`src/rtl/div_seq_pkg.sv`:
```
// Shared definitions for the EX-stage iterative divider: FSM encodings,
// handshake levels and the stall-vector bit positions used by the stall controller.
package div_seq_pkg;

  typedef enum logic [1:0] {
    DIV_IDLE   = 2'd0,
    DIV_BYZERO = 2'd1,
    DIV_BUSY   = 2'd2,
    DIV_DONE   = 2'd3
  } div_state_e;

  localparam logic        DivStart = 1'b1;
  localparam logic        DivStop  = 1'b0;
  localparam logic [31:0] ZeroWord = 32'h0000_0000;

  // Bit positions within the 6-bit stall vector (PC..WB).
  localparam int STALL_PC  = 0;
  localparam int STALL_IF  = 1;
  localparam int STALL_ID  = 2;
  localparam int STALL_EX  = 3;
  localparam int STALL_MEM = 4;
  localparam int STALL_WB  = 5;

  localparam logic [5:0] STALL_DIV_PATTERN = 6'b001111;

endpackage

```
`src/rtl/div_seq_if.sv`:
```
// EX <-> divider handshake bundle: operands and start/annul in,
// {remainder, quotient}, ready and stall request out.
interface div_seq_if #(
  parameter int DATA_W = 32
);
  logic                  signed_div_i;
  logic [DATA_W-1:0]     opdata1_i;
  logic [DATA_W-1:0]     opdata2_i;
  logic                  start_i;
  logic                  annul_i;
  logic [2*DATA_W-1:0]   result_o;
  logic                  ready_o;
  logic                  stallreq_o;

  modport slave (
    input  signed_div_i, opdata1_i, opdata2_i, start_i, annul_i,
    output result_o, ready_o, stallreq_o
  );

  modport master (
    output signed_div_i, opdata1_i, opdata2_i, start_i, annul_i,
    input  result_o, ready_o, stallreq_o
  );
endinterface

```
`src/rtl/div_seq_step.sv`:
```
// One radix-2 restoring division iteration: shift the next dividend bit
// into the partial remainder and trial-subtract the divisor.
module div_step #(
  parameter int DATA_W = 32
) (
  input  logic [DATA_W-1:0] rem_i,
  input  logic              dvd_msb_i,
  input  logic [DATA_W-1:0] divisor_i,
  output logic [DATA_W-1:0] rem_o,
  output logic              qbit_o
);
  // rem_i < divisor, so the shifted value needs one extra bit but the
  // kept difference always fits back into DATA_W bits.
  logic [DATA_W:0] partial;

  assign partial = {rem_i, dvd_msb_i};
  assign qbit_o  = (partial >= {1'b0, divisor_i});
  assign rem_o   = qbit_o ? DATA_W'(partial - {1'b0, divisor_i})
                          : partial[DATA_W-1:0];
endmodule

```
`src/rtl/div_seq.sv`:
```
// Multi-cycle DIV/DIVU sequencer: latches absolute operands on start, runs
// 32 restoring steps, applies sign correction and holds the result while EX stalls.
module div_seq
  import div_seq_pkg::*;
#(
  parameter int DATA_W = 32,
  parameter int CNT_W  = 6
) (
  input  logic        clk,
  input  logic        rst,
  div_seq_if.slave    bus
);
  div_state_e          state_q, state_d;
  logic [CNT_W-1:0]    cnt_q, cnt_d;
  logic [DATA_W-1:0]   rem_q, rem_d;
  logic [DATA_W-1:0]   quo_q, quo_d;
  logic [DATA_W-1:0]   dvs_q, dvs_d;
  logic                neg_quo_q, neg_quo_d;
  logic                neg_rem_q, neg_rem_d;
  logic [2*DATA_W-1:0] result_q, result_d;
  logic                ready_q, ready_d;

  logic                op1_neg, op2_neg;
  logic [DATA_W-1:0]   op1_abs, op2_abs;
  logic [DATA_W-1:0]   step_rem;
  logic                step_bit;
  logic [DATA_W-1:0]   quo_fix, rem_fix;

  assign op1_neg = bus.signed_div_i & bus.opdata1_i[DATA_W-1];
  assign op2_neg = bus.signed_div_i & bus.opdata2_i[DATA_W-1];
  assign op1_abs = op1_neg ? -bus.opdata1_i : bus.opdata1_i;
  assign op2_abs = op2_neg ? -bus.opdata2_i : bus.opdata2_i;

  // The dividend register doubles as the quotient: its MSB feeds the step
  // and the new quotient bit enters at the bottom.
  div_step #(.DATA_W(DATA_W)) u_step (
    .rem_i     (rem_q),
    .dvd_msb_i (quo_q[DATA_W-1]),
    .divisor_i (dvs_q),
    .rem_o     (step_rem),
    .qbit_o    (step_bit)
  );

  assign quo_fix = neg_quo_q ? -quo_q : quo_q;
  assign rem_fix = neg_rem_q ? -rem_q : rem_q;

  always_comb begin
    state_d   = state_q;
    cnt_d     = cnt_q;
    rem_d     = rem_q;
    quo_d     = quo_q;
    dvs_d     = dvs_q;
    neg_quo_d = neg_quo_q;
    neg_rem_d = neg_rem_q;
    result_d  = result_q;
    ready_d   = ready_q;
    case (state_q)
      DIV_IDLE: begin
        if (bus.start_i == DivStart && !bus.annul_i) begin
          rem_d = '0;
          cnt_d = '0;
          if (bus.opdata2_i == '0) begin
            state_d   = DIV_BYZERO;
            quo_d     = '0;
            dvs_d     = '0;
            neg_quo_d = 1'b0;
            neg_rem_d = 1'b0;
          end else begin
            state_d   = DIV_BUSY;
            quo_d     = op1_abs;
            dvs_d     = op2_abs;
            neg_quo_d = op1_neg ^ op2_neg;
            neg_rem_d = op1_neg;
          end
        end
      end
      DIV_BYZERO: begin
        state_d = bus.annul_i ? DIV_IDLE : DIV_DONE;
      end
      DIV_BUSY: begin
        if (bus.annul_i) begin
          state_d = DIV_IDLE;
        end else begin
          rem_d = step_rem;
          quo_d = {quo_q[DATA_W-2:0], step_bit};
          cnt_d = cnt_q + 1'b1;
          if (cnt_q == CNT_W'(DATA_W - 1)) state_d = DIV_DONE;
        end
      end
      DIV_DONE: begin
        if (bus.annul_i || bus.start_i == DivStop) begin
          state_d  = DIV_IDLE;
          cnt_d    = '0;
          ready_d  = 1'b0;
          result_d = '0;
        end else if (!ready_q) begin
          // First DONE cycle publishes the sign-corrected result; later cycles hold it.
          ready_d  = 1'b1;
          result_d = {rem_fix, quo_fix};
        end
      end
      default: state_d = DIV_IDLE;
    endcase
  end

  always_ff @(posedge clk) begin
    if (rst) begin
      state_q   <= DIV_IDLE;
      cnt_q     <= '0;
      rem_q     <= '0;
      quo_q     <= '0;
      dvs_q     <= '0;
      neg_quo_q <= 1'b0;
      neg_rem_q <= 1'b0;
      result_q  <= '0;
      ready_q   <= 1'b0;
    end else begin
      state_q   <= state_d;
      cnt_q     <= cnt_d;
      rem_q     <= rem_d;
      quo_q     <= quo_d;
      dvs_q     <= dvs_d;
      neg_quo_q <= neg_quo_d;
      neg_rem_q <= neg_rem_d;
      result_q  <= result_d;
      ready_q   <= ready_d;
    end
  end

  assign bus.result_o   = result_q;
  assign bus.ready_o    = ready_q;
  assign bus.stallreq_o = bus.start_i && !ready_q && !bus.annul_i;
endmodule
```
`src/flat_wrapper.sv`:
```
// flat-port wrapper written by rule: the top's interface ports become plain ports
module div_seq_flat import div_seq_pkg::*;
#(
  parameter int DATA_W = 32,
  parameter int CNT_W  = 6
)
  (clk, rst, bus_signed_div_i, bus_opdata1_i, bus_opdata2_i, bus_start_i, bus_annul_i, bus_result_o, bus_ready_o, bus_stallreq_o);
  div_seq_if #(.DATA_W(DATA_W)) bus_i ();
  input  logic clk;
  input  logic rst;
  input wire logic [$bits(bus_i.signed_div_i)-1:0] bus_signed_div_i;
  input wire logic [$bits(bus_i.opdata1_i)-1:0] bus_opdata1_i;
  input wire logic [$bits(bus_i.opdata2_i)-1:0] bus_opdata2_i;
  input wire logic [$bits(bus_i.start_i)-1:0] bus_start_i;
  input wire logic [$bits(bus_i.annul_i)-1:0] bus_annul_i;
  output wire logic [$bits(bus_i.result_o)-1:0] bus_result_o;
  output wire logic [$bits(bus_i.ready_o)-1:0] bus_ready_o;
  output wire logic [$bits(bus_i.stallreq_o)-1:0] bus_stallreq_o;
  assign bus_i.signed_div_i = bus_signed_div_i;
  assign bus_i.opdata1_i = bus_opdata1_i;
  assign bus_i.opdata2_i = bus_opdata2_i;
  assign bus_i.start_i = bus_start_i;
  assign bus_i.annul_i = bus_annul_i;
  assign bus_result_o = bus_i.result_o;
  assign bus_ready_o = bus_i.ready_o;
  assign bus_stallreq_o = bus_i.stallreq_o;
  div_seq #(.DATA_W(DATA_W), .CNT_W(CNT_W)) u_core (.clk(clk), .rst(rst), .bus(bus_i));
endmodule
```
`config.mk`:
```
export PLATFORM = sky130hd
export DESIGN_NAME = div_seq_flat
export DESIGN_NICKNAME = d
export VERILOG_FILES = /design/src/rtl/div_seq_pkg.sv /design/src/rtl/div_seq_if.sv /design/src/rtl/div_seq_step.sv /design/src/rtl/div_seq.sv /design/src/flat_wrapper.sv
export SDC_FILE = /design/constraint.sdc
export NUM_CORES = 1
export LEC_CHECK = 0
export CAP_MARGIN = 15
export CELL_PAD_IN_SITES_DETAIL_PLACEMENT = 2
export CELL_PAD_IN_SITES_GLOBAL_PLACEMENT = 2
export CORE_AREA = 2 2 176 178
export CTS_BUF_LIST = sky130_fd_sc_hd__clkbuf_4 sky130_fd_sc_hd__clkbuf_8
export DETAILED_ROUTE_END_ITERATION = 7
export DIE_AREA = 0 0 178 180
export PLACE_DENSITY_LB_ADDON = 0.1
export SYNTH_ARGS = -nofsm -noshare
export SYNTH_HDL_FRONTEND = slang
export SYNTH_SLANG_ARGS = --single-unit
```
`constraint.sdc`:
```
create_clock -name clk -period 5.1 [get_ports clk]
set_input_delay 1.02 -clock clk [delete_from_list [all_inputs] [get_ports clk]]
set_output_delay 1.02 -clock clk [all_outputs]
set_load 0.02 [all_outputs]
```
==> impl_metrics.yaml, run 1 <==
cts:
  hold_buffers: 0
  numCtsBuffers: 17
  htreeDepth: 4
  cts_root_buf: "clkbuf_8"
  insertion_delay_ps: 520
  cts_tree: "done"
  cts_buffer_depth: 2
  cts-resized-gates: 0
  clk_pin_slew_worst_paths_ps: 100
  cts_setup_buffers: 0
  cts_sinks: 171
global_routing:
  grt_pass1_vias: 11516
  antenna_found_initial: 0
  grt.total_usage: 0.261
  grt_pass1_wl_um: 65800
  grt_max_degree: 83
  overflow: 0
worst_setup_path:
  critPathKind: "in2out"
  r2r_slack_ps: 1510
  cp_slowest_cell: "clkdlybuf4s50_1"
  crit_end: "bus_stallreq_o"
  r2r-start: "u_core.rem_q[24]"
  cp_slowest_stage_delay_ps: 690
  critPathCaptureType: "output port"
  rr_worst_depth: 9
  path_cells: "clkdlybuf4s50_1, nand2b_1, nor2_1, clkdlybuf4s50_1"
  timing.rr.end: "u_core.rem_q[24]"
  path_max_fanout: 7
  cp-start-kind: "input pin"
  critPathArrivalTime_ps: 2800
  crit_start: "bus_start_i"
  cp.required_ps: 4080
  crit_top_cell: "clkdlybuf4s50_1"
timing:
  fin_hold_ws_ps: 458
  timing.final.crit_share: 0.748
  slew_viol_final: 0
  setup_viol_count_final: 0
  relSlewSlack: 0.271
  max_freq_mhz: 262
  fin_skew_ps: 20.3
  worst_pin_slew_ps: 1090
  rsz0062_at_grt: "no"
  hold_violations: 0
  tns_ps: 0
  min_period_ps: 3820
synthesis:
  ys_ff_latch: 171
  yosysWarnings: 0
  syn_area_per_cell_um2: 7.90
  ys.flop_type: "dfxtp_1"
  syn-cell-area_um2: 11000
  synth_edf_count: 0
  yosysSeqAreaShare: 0.311
  synth_cell_types: 70
  synthTopCellsByArea: "dfxtp_1 (31%), xnor2_1 (7.9%), nor2_1 (5.6%)"
  yosysTopAreaCellShare: 0.311
  syn-num-nets: 1506
  async_flop_share: 0
  netlist_instances: 1394
  yosysTopAreaCell: "dfxtp_1"
placement:
  io_buffers: 134
  dp_hpwl_um: 31100
  gp_congestion: 0.834
layout:
  regArea_um2: 3420
  final_layout_size_suffix_gt1_frac: 0.0567
  area_growth_pct: 18.9
  antenna_cells: 0
  final_util: 0.434
  fill_cells: 3435
  fin_nets: 1597
  multi_input_area_um2: 7100
detailed_routing:
  dr_total_vias: 11014
  drt_iter0_drc: 551
  wl_per_cell_um: 22.0
  drc: 0
  first_pass_iters: 5
  avgViaCountPerCell: 5.82
  wl_um: 41700
  antenna_left: 0
power:
  p_per_area_nw_per_um2: 379
  ir_drop_mv: 0.169
  leakage_nw: 4.76
floorplanning:
  start_util: 0.365
  rows: 64
  fp.coreArea_um2: 30200
  fp.dieH_um: 180
  die_w_um: 178
  die_area_um2: 32000
  io_pins: 135
worst_hold_path:
  hp-class: "reg2reg"
run:
  drv_cap: 0
outcome:
  status: "complete, no violations"
==> sequential cells by signal (all words and copies together) (netlist names) <==
| signal | count |
|---|---|
| u_core.cnt_q | 6 |
| u_core.bus.ready_o | 1 |
| u_core.rem_q | 32 |
| u_core.bus.result_o | 64 |
| u_core.neg_rem_q | 1 |
| u_core.quo_q | 32 |
| u_core.neg_quo_q | 1 |
| u_core.state_q | 2 |
| u_core.dvs_q | 32 |
==> worst max-delay path, delay by kind of cell <==
kind,cells,cell delay (ps)
buffers and inverters,2,1320
AND/OR/NAND/NOR,2,450
==> cells by family after synthesis <==
kind of cell / count (synthesis) / share of synthesized area
and+or+nand+nor: 470 / 0.206
muxes: 24 / 0.0219
buffers and inverters: 138 / 0.0477
xor gates and xnor gates: 140 / 0.111
AOI/OAI and AO/OA: 408 / 0.253
DFF: 171 / 0.311
adders and majority gates: 43 / 0.0495
==> synth_stat cells (26+ instances only) <==
cell type / instances
a22oi_1: 26
a21oi_1: 90
inv_1: 58
nor2_1: 164
xnor2_1: 99
nand2_1: 109
nor3_1: 55
o21ai_0: 81
a211oi_1: 29
a22o_1: 29
o31ai_1: 28
ha_1: 42
xor2_1: 41
dfxtp_1: 171
clkbuf_1: 66
==> worst min-delay path by stage <==
stage / start / end / cells past startpoint
after global placement: u_core.dvs_q[11] / u_core.dvs_q[11] / 2
after CTS: u_core.dvs_q[11] / u_core.dvs_q[11] / 2
final: u_core.dvs_q[11] / u_core.dvs_q[11] / 2
after detailed placement: u_core.dvs_q[11] / u_core.dvs_q[11] / 2
after global routing: u_core.dvs_q[11] / u_core.dvs_q[11] / 2
after floorplan: u_core.dvs_q[11] / u_core.dvs_q[11] / 2
==> where the power goes <==
part	internal, mW	switching [mW]	total, mW
combinational	0.838	1.48	2.32
clock	0.363	0.634	0.998
sequential	1.47	0.178	1.65
total	2.67	2.30	4.97
==> routing by layer <==
| layer | wire length, um | track usage |
|---|---|---|
| met1 | 19900 | 0.360 |
| met2 | 19400 | 0.429 |
| met3 | 1760 | 0.0387 |
| met4 | 602 | 0.0597 |
| met5 | 0 | 0 |
==> through the flow <==
step	worst slack (ps)	instance area [um^2]	power [mW]	instances
2_1_floorplan	1760	11000	3.21	1394
3_3_place_gp	902	12700	3.89	1862
3_5_place_dp	793	12700	3.96	1862
4_1_cts	1260	13100	4.97	1894
5_1_grt	1040	13100	5.28	1894
6_report	1280	13100	4.97	1894
==> layout make-up <==
class	instances	area share
Multi-Input combinational cell	1085	0.542
Sequential cell	171	0.261
Timing Repair Buffer	152	0.113
Clock inverter	15	0.0117
Tap cell	396	0.0378
Inverter	58	0.0166
Clock buffer	17	0.0179
==> cell usage in the layout, fill, tap and decap left out, drive strengths merged, types with 5 or more instances in the layout <==
| master | synthesis | routed |
|---|---|---|
| and2 | 12 | 12 |
| nor2b | 8 | 8 |
| a31oi | 9 | 9 |
| a21o | 14 | 14 |
| o31ai | 33 | 33 |
| a21oi | 90 | 90 |
| xor2 | 41 | 41 |
| or3 | 21 | 21 |
| nor4 | 8 | 8 |
| inv | 58 | 64 |
| ha | 42 | 42 |
| nand4 | 10 | 10 |
| and3 | 7 | 7 |
| clkdlybuf4s50 | 0 | 133 |
| o21ai | 85 | 85 |
| nand3 | 23 | 23 |
| a22o | 29 | 29 |
| xnor2 | 99 | 99 |
| a211oi | 29 | 29 |
| o311ai | 7 | 7 |
| dfxtp | 171 | 171 |
| nand2 | 109 | 109 |
| o41ai | 14 | 14 |
| or2 | 7 | 7 |
| nand2b | 12 | 12 |
| clkbuf | 67 | 17 |
| nor2 | 165 | 165 |
| mux2i | 23 | 23 |
| o211ai | 5 | 5 |
| a22oi | 26 | 26 |
| or4 | 16 | 16 |
| buf | 13 | 19 |
| clkinv | 0 | 7 |
| nand4b | 5 | 5 |
| o21bai | 7 | 7 |
| a32oi | 10 | 10 |
| a311oi | 5 | 5 |
| nor3 | 56 | 56 |
| a221oi | 25 | 25 |
(Power assumes the default switching activity.)
==> run 2, diff against run 1 <==
--- a/config.mk
+++ b/config.mk
@@ -8,10 +8,10 @@
 export CAP_MARGIN = 15
 export CELL_PAD_IN_SITES_DETAIL_PLACEMENT = 2
 export CELL_PAD_IN_SITES_GLOBAL_PLACEMENT = 2
-export CORE_AREA = 2 2 176 178
+export CORE_AREA = 2 2 184 186
 export CTS_BUF_LIST = sky130_fd_sc_hd__clkbuf_4 sky130_fd_sc_hd__clkbuf_8
 export DETAILED_ROUTE_END_ITERATION = 7
-export DIE_AREA = 0 0 178 180
+export DIE_AREA = 0 0 186 188
 export PLACE_DENSITY_LB_ADDON = 0.1
 export SYNTH_ARGS = -nofsm -noshare
 export SYNTH_HDL_FRONTEND = slang
==> constraint.sdc (replaced) <==
create_clock -name clk -period 3.6 [get_ports clk]
set_input_delay 0.72 -clock clk [delete_from_list [all_inputs] [get_ports clk]]
set_output_delay 0.72 -clock clk [all_outputs]
set_load 0.02 [all_outputs]
==> impl_metrics.yaml, run 2 (synthesis gave the netlist of run 1 again) <==
cts:
  cts_buffer_depth: 2
  cts_setup_buffers: 0
  cts-resized-gates: 0
  htreeDepth: 4
  insertion_delay_ps: 510
  clk_pin_slew_worst_paths_ps: 100
  numCtsBuffers: 17
  cts_root_buf: "clkbuf_8"
  cts_sinks: 171
  cts_tree: "done"
  hold_buffers: 0
worst_setup_path:
  path_cells: "inv_1, ha_1, o21ai_0, a21oi_1, o311ai_0, a21oi_1, a211oi_1, or2_1, o31ai_1, a22o_1"
  path_delay_family: "compound AO/OA/AOI/OAI gates"
  critPathArrivalTime_ps: 3830
  crit_top_cell: "a21oi_1"
  critPathKind: "reg2reg"
  critPathCaptureType: "flop"
  cp_slowest_stage_delay_ps: 690
  path_max_fanout: 15
  cp_slowest_cell: "or2_1"
  cp-start-kind: "flop"
  cp.required_ps: 4000
  path_buf_inv: 1
placement:
  pre_cts_ws_ps: -92.0
  dp_hpwl_um: 32700
  gp_congestion: 0.854
  placed_area_um2: 13300
  io_buffers: 134
  placedCellCount: 1975
layout:
  multi_input_area_um2: 7090
  finalNonFillerCells: 2007
  largest_register_ffs: 64
  final_util: 0.415
  layout_common_cells: "dfxtp_1 (171), nor2_1 (160), clkdlybuf4s50_1 (133)"
  fin_nets: 1658
  fill_cells: 3788
  postLayoutCellArea_um2: 13700
  regArea_um2: 3420
  final_layout_size_suffix_gt1_frac: 0.0924
  area_growth_pct: 24.7
  layout_commonest_cell: "dfxtp_1"
detailed_routing:
  first_pass_iters: 5
  avgViaCountPerCell: 5.58
  wl_um: 42600
  wl_per_cell_um: 21.2
  drt_iter0_drc: 584
  dr_total_vias: 11203
  antenna_left: 0
  drc: 0
timing:
  worst_pin_slew_ps: 1060
  relSlewSlack: 0.296
  timing.final.crit_share: 0.952
  hold_violations: 0
  setup_viol_count_final: 0
  rsz0062_at_grt: "no"
  max_freq_mhz: 292
  slew_viol_final: 0
  tns_ps: 0
  fin_skew_ps: 22.8
  min_period_ps: 3430
  fin_hold_ws_ps: 464
  timing.final.ws_setup_ps: 174
power:
  p_per_area_nw_per_um2: 540
  p_seq_frac: 0.313
  internal-power_mw: 4.21
  ir_drop_mv: 0.213
  leakage_nw: 5.11
  combPwrFrac: 0.471
  clkPwrFrac: 0.216
  switching_share: 0.432
  power.switching_mw: 3.21
  p_total_mw: 7.42
global_routing:
  grt_pass1_wl_um: 67500
  grt_pass1_vias: 11729
  overflow: 0
  antenna_found_initial: 1
  grt_max_degree: 66
  grt.total_usage: 0.248
outcome:
  status: "complete, no violations"
floorplanning:
  die_w_um: 186
  io_pins: 135
  fp.coreArea_um2: 33100
  fp.dieH_um: 188
  rows: 67
  start_util: 0.333
  die_area_um2: 35000
run:
  drv_cap: 0
worst_hold_path:
  hp-class: "reg2reg"
run 2: changes by cell type in the layout (fill, tap and decap cells not counted), sizes merged:
cell	previous run	this run
buf	19	80
clkinv	7	2
diode	0	1
bufinv	0	4
clkbuf	17	19
inv	64	62
run 2: layout make-up:
type / instances / area share
diodes: 1 / 0.000182
clock buffers: 19 / 0.0186
clock inverters: 12 / 0.0136
inverters: 58 / 0.0159
multi-input cells: 1085 / 0.517
flip-flops and latches: 171 / 0.249
well taps: 448 / 0.0408
repair buffers: 213 / 0.145
run 2: path summary, 6_finish.rpt:
| path | depth (start not counted) | start | slack [ps] | end |
|---|---|---|---|---|
| hold reg to reg | 2 | u_core.dvs_q[16] | 460 | u_core.dvs_q[16] |
| setup / recovery | 10 | u_core.dvs_q[23] | 170 | u_core.rem_q[19] |
| setup reg to reg | 10 | u_core.dvs_q[23] | 170 | u_core.rem_q[19] |
| hold / removal | 2 | u_core.dvs_q[16] | 460 | u_core.dvs_q[16] |
run 2: power groups by stage:
stage | logic, mW | clock network, mW | registers [mW]
floorplan | 2.26 | 0 | 2.29
global placement | 3.38 | 0 | 2.35
detailed placement | 3.47 | 0 | 2.36
CTS | 3.50 | 1.64 | 2.32
global route | 3.83 | 1.72 | 2.36
finish | 3.49 | 1.60 | 2.32
run 2: metal layers:
layer	wire, um	vias up	global-route usage
met5	0	-	0
met4	748	0	0.0651
met3	1190	35	0.0355
met2	19600	172	0.395
met1	21100	5644	0.349
li1	-	5352	-
run 2: worst reg2reg max path, stage by stage (launching register included):
cell and delay, ps:
dfxtp_1 340, inv_1 80, ha_1 440, o21ai_0 210
a21oi_1 80, o311ai_0 490, a21oi_1 210, a211oi_1 380
or2_1 690, o31ai_1 200, a22o_1 210
